`config.mk`:
```
export PLATFORM = sky130hd
export DESIGN_NAME = uart_msg_match
export DESIGN_NICKNAME = d
export VERILOG_FILES = /design/src/rtl/uart_msg_match.sv
export SDC_FILE = /design/constraint.sdc
export NUM_CORES = 1
export LEC_CHECK = 0
export ABC_CLOCK_PERIOD_IN_PS = 2300
export CORE_MARGIN = 1.5
export CORE_UTILIZATION = 35
export CTS_CLUSTER_DIAMETER = 30
export DETAILED_ROUTE_END_ITERATION = 8
export PLACE_DENSITY = 0.6
export SLEW_MARGIN = 20
export SYNTH_ARGS = -nofsm -noshare
export SYNTH_HDL_FRONTEND = slang
export SYNTH_SLANG_ARGS = --single-unit
```
`constraint.sdc`:
```
create_clock -name clk -period 2.3 [get_ports clk]
set_clock_uncertainty 0.1 [all_clocks]
set_input_delay 0.46 -clock clk [delete_from_list [all_inputs] [get_ports clk]]
set_output_delay 0.46 -clock clk [all_outputs]
set_load 0.05 [all_outputs]
```
`src/rtl/uart_msg_match.sv`:
```
// Byte-stream matcher: consumes UART_Rx bytes over valid/ack and pulses match when C_MSG completes.
// Optional build macro MSG_MATCH_NOCASE_EN folds ASCII letters to upper case before comparing.
module uart_msg_match #(
  parameter int unsigned C_UART_DATA_WIDTH = 8,
  parameter int unsigned C_MSG_LEN         = 5,
  parameter int unsigned C_CNT_WIDTH       = 8,
  parameter logic [C_MSG_LEN*C_UART_DATA_WIDTH-1:0] C_MSG = "Hello"
) (
  input  logic                               clk,
  input  logic                               rstb,
  input  logic                               clr,
  input  logic                               rxValid,
  output logic                               rxAck,
  input  logic [C_UART_DATA_WIDTH-1:0]       rxData,
  input  logic                               rxErr,
  output logic                               match,
  output logic [C_CNT_WIDTH-1:0]             matchCount,
  output logic [$clog2(C_MSG_LEN+1)-1:0]     progress
);

  localparam int unsigned W  = C_UART_DATA_WIDTH;
  localparam int unsigned PW = $clog2(C_MSG_LEN + 1);
  localparam int unsigned CW = C_CNT_WIDTH;

  typedef enum logic [1:0] {IDLE, ACK, WAIT_LOW} state_t;

  state_t           state, state_d;
  logic             ack_d, match_d;
  logic [CW-1:0]    cnt_d;
  logic [PW-1:0]    prog_d;
  logic [W-1:0]     msg_chars [C_MSG_LEN];
  logic             hit_cur, hit_first;

  // Unpack the message so that index 0 is the first character on the wire.
  for (genvar k = 0; k < C_MSG_LEN; k++) begin : g_chars
    assign msg_chars[k] = C_MSG[(C_MSG_LEN-k)*W-1 -: W];
  end

  function automatic logic [W-1:0] fold(input logic [W-1:0] c);
`ifdef MSG_MATCH_NOCASE_EN
    if (W >= 8 && c >= W'(8'h61) && c <= W'(8'h7A)) return c - W'(8'h20);
`endif
    return c;
  endfunction

  assign hit_cur   = (fold(rxData) == fold(msg_chars[progress]));
  assign hit_first = (fold(rxData) == fold(msg_chars[0]));

  // State register plus registered outputs.
  always_ff @(posedge clk or negedge rstb) begin
    if (!rstb) begin
      state      <= IDLE;
      rxAck      <= 1'b0;
      match      <= 1'b0;
      matchCount <= '0;
      progress   <= '0;
    end else begin
      state      <= state_d;
      rxAck      <= ack_d;
      match      <= match_d;
      matchCount <= cnt_d;
      progress   <= prog_d;
    end
  end

  // Next-state, handshake and match-progress logic.
  always_comb begin
    state_d = state;
    ack_d   = 1'b0;
    match_d = 1'b0;
    cnt_d   = matchCount;
    prog_d  = progress;
    case (state)
      IDLE: begin
        if (rxValid) begin
          state_d = ACK;
          ack_d   = 1'b1;
          if (rxErr) begin
            prog_d = '0;
          end else if (hit_cur) begin
            if (progress == PW'(C_MSG_LEN - 1)) begin
              match_d = 1'b1;
              prog_d  = '0;
              if (matchCount != {CW{1'b1}}) cnt_d = matchCount + CW'(1);
            end else begin
              prog_d = progress + PW'(1);
            end
          end else if (hit_first) begin
            prog_d = PW'(1);
          end else begin
            prog_d = '0;
          end
        end
      end
      ACK:      state_d = WAIT_LOW;
      WAIT_LOW: if (!rxValid) state_d = IDLE;
      default:  state_d = IDLE;
    endcase
    // Clear overrides count and progress but leaves the handshake alone.
    if (clr) begin
      cnt_d  = '0;
      prog_d = '0;
    end
  end

endmodule

```
==> flow_summary.json <==
{
  "power.leakage_nw": 0.5658,
  "whs_ps": 370.2,
  "grt_usage": 0.1648,
  "ys_ff_latch": 15,
  "cp_slowest_stage_delay_ps": 470,
  "cts-htree-levels": 1,
  "syn_nets": 113,
  "syn_area_sq_um": 954.7,
  "seq_area_frac_synth": 0.3932,
  "coreArea_sq_mm": 0.002522,
  "ir_worst_vdd_mv": 0.4224,
  "root_buffer": "clkbuf_4",
  "cts_tree": "yes",
  "grt_pass1_wl_um": 4084,
  "die_x_um": 55.23,
  "clk_latency_ps": 290,
  "cts.clk_slew.worst_paths_ps": 100,
  "tightest_slew_ps": 508.4,
  "rsz0062_at_grt": "true",
  "vias_per_cell": 5.229,
  "crit_path_start_kind": "input port",
  "maxCapViolations": 0,
  "yosys_warnings": 0,
  "cp.arrival_ps": 2320,
  "grt_pass1_vias": 854,
  "period_minus_slack_ps": 2240,
  "period_share": 0.9740,
  "drive_above_1_share": 0.2941,
  "finalWeightedCongestion": 0.7651,
  "antenna_found_initial": 0,
  "slowest_stage": "clkdlybuf4s50_1",
  "die_area_sq_mm": 0.003050,
  "endpoint_kind": "flop",
  "die_h_um": 55.23,
  "portBuffers": 25,
  "dp_slack_ps": -287.8,
  "io_pins": 26,
  "grt_max_degree": 16,
  "synth_cells": 95,
  "path_class": "input port to flop",
  "drt_wl_total_um": 2403,
  "drc_errors": 0,
  "clkSinkCount": 15,
  "synthDistinctLibCells": 40,
  "powerDensity_mw_per_mm2": 411.5,
  "cts_buffer_depth": 2,
  "areaGrowthSynthToFinish_pct": 48.62,
  "gr-total-overflow": 0,
  "dr.pass1.iters": 4,
  "crit_fanout": 3,
  "hold_class": "input port to async pin",
  "cts_buffers": 3,
  "final_hold_viol_count": 0,
  "vias": 868,
  "nNetsFinal": 155,
  "initial_utilization": 0.3785,
  "detail_route.iter0.violations": 12,
  "wire_per_inst_um": 14.48,
  "status": "finished clean",
  "antennaDiodeCount": 0,
  "fp-row-count": 18,
  "path_cells": "clkdlybuf4s50_1 -> or3b_4 -> a211o_4 -> a211oi_4 -> nand4_1 -> mux2_4",
  "cp.required_ps": 2380,
  "hpwl_um": 1696,
  "avgSynthCellArea_sq_um": 10.05,
  "drtAntennaViolNets": 0,
  "fmax_ghz": 0.4464,
  "setup_viol": 0,
  "slew_headroom": 0.6600,
  "fin_ws_ps": 59.72,
  "slew_viol_final": 0
}
-- cell usage in the layout (no fill, tap or decap), drive strengths merged, types with 2 or more instances in the layout --
cell and count:
clkdlybuf4s50 25, dfrtp 15, buf 14, nor2 8, nor3b 6, nand2 5, ha 5, xnor2 4
a21oi 4, nand3 4, inv 4, and3 3, nand3b 3, clkbuf 3, o21ai 3, a2111oi 3
a21bo 2, nor2b 2, mux2i 2, or3 2, a211oi 2, mux2 2
-- synth_stat cells --
cell type   n  area (sq um)
dfrtp_1    15         375.4
nor2_1      8         30.03
nor3b_1     6         45.04
ha_1        5         62.56
nand2_1     5         18.77
a21oi_1     4         20.02
inv_1       4         15.01
nand3_1     4         20.02
xnor2_1     4         35.03
and3_1      3         18.77
nand3b_1    3         22.52
a21bo_2     2         20.02
mux2_1      2         22.52
mux2i_1     2         20.02
nor2b_1     2         12.51
o21ai_0     2         10.01
a2111oi_0   1         8.760
a2111oi_1   1         10.01
a2111oi_2   1         15.01
a211o_4     1         17.52
a211oi_1    1         7.510
a211oi_4    1         20.02
a22oi_1     1         7.510
and3b_1     1         8.760
and4_1      1         8.760
buf_2       1         5.000
clkbuf_1    1         3.750
nand2b_1    1         6.260
nand4_1     1         6.260
nand4b_1    1         8.760
nor3_1      1         5.000
nor4_1      1         6.260
o211ai_1    1         7.510
o21a_1      1         7.510
o21ai_1     1         5.000
o21bai_1    1         7.510
o311ai_0    1         8.760
or3_1       1         6.260
or3_2       1         7.510
or3b_4      1         11.26
-- per-stage QoR --
stage	area [sq um]	utilization	std cells	setup TNS [ps]	power, mW
finish	1419	0.5625	166	0	0.5838
global route	1419	0.5625	166	-3.994	0.6082
CTS	1390	0.5511	166	0	0.5874
detailed placement	1349	0.5347	161	-2106	0.4180
global placement	1349	0.5347	161	-1922	0.4152
floorplan	972.2	-	95	0	0.3584
-- power breakdown --
group | switching, mW | internal [mW]
clock network | 0.0943 | 0.0648
registers | 0.0119 | 0.283
logic | 0.0662 | 0.0641
total | 0.172 | 0.411
-- cell families (layout without fill, tap and decap cells) --
kind of cell    after synthesis  count (layout)  synth area share
simple gates                 41              41            0.2543
flops                        15              15            0.3932
buf+inv                       6              47           0.02489
fa+ha+maj                     5               5           0.06553
compound gates               20              20            0.1809
mux                           4               4           0.04456
xor+xnor                      4               4           0.03669
-- timing repair --
item                                   in CTS  in global routing
setup endpoints to repair                   1                  7
resized for setup                           2                  7
pin swaps                                   3                  3
buffers inserted                            1                  0
endpoints found under the hold margin       0                  0
hold buffers                                0                  0
-- final timing paths --
check / slack, ps / to / startpoint / cells after the start
worst min-delay path: 370 / match$_DFF_PN0_ / rstb / 2
worst max register to register: 120 / matchCount[3]$_DFFE_PN0P_ / progress[1]$_DFFE_PN0P_ / 8
worst min register to register: 390 / state[1]$_DFFE_PN0P_ / state[1]$_DFFE_PN0P_ / 1
min in group clk: 390 / state[1]$_DFFE_PN0P_ / state[1]$_DFFE_PN0P_ / 1
worst max-delay path: 60 / matchCount[3]$_DFFE_PN0P_ / rxValid / 6
max in group asynchronous: 1520 / matchCount[0]$_DFFE_PN0P_ / rstb / 2
-- per-layer routing --
layer  share of wire  vias up  GRT usage
li1                -      432          -
met1            0.49      411     0.2296
met2            0.46       25     0.2517
met3           0.046        0    0.05386
met4               0        0    0.03136
met5               0        -          0
-- critical path: cells and delay by family --
family          cells  cell delay, ps
compound gates      2             500
buf+inv             1             470
mux                 1             330
simple gates        2             560
-- final cells by class --
cell class                 count  area, sq um
sequential                    15        381.6
multi-input combinational     74        601.8
timing repair buffer          39        355.3
clock inverter                 1        5.005
inverter                       4        15.01
clock buffer                   3        22.52
tap                           30        37.54
fill                         246         1104
-- flip-flops by register name (all words and copies together) (netlist names) --
name and flops:
state 2, match 1, rxAck 1, matchCount 8, progress 3
Power figures use the tool's default switching activity.
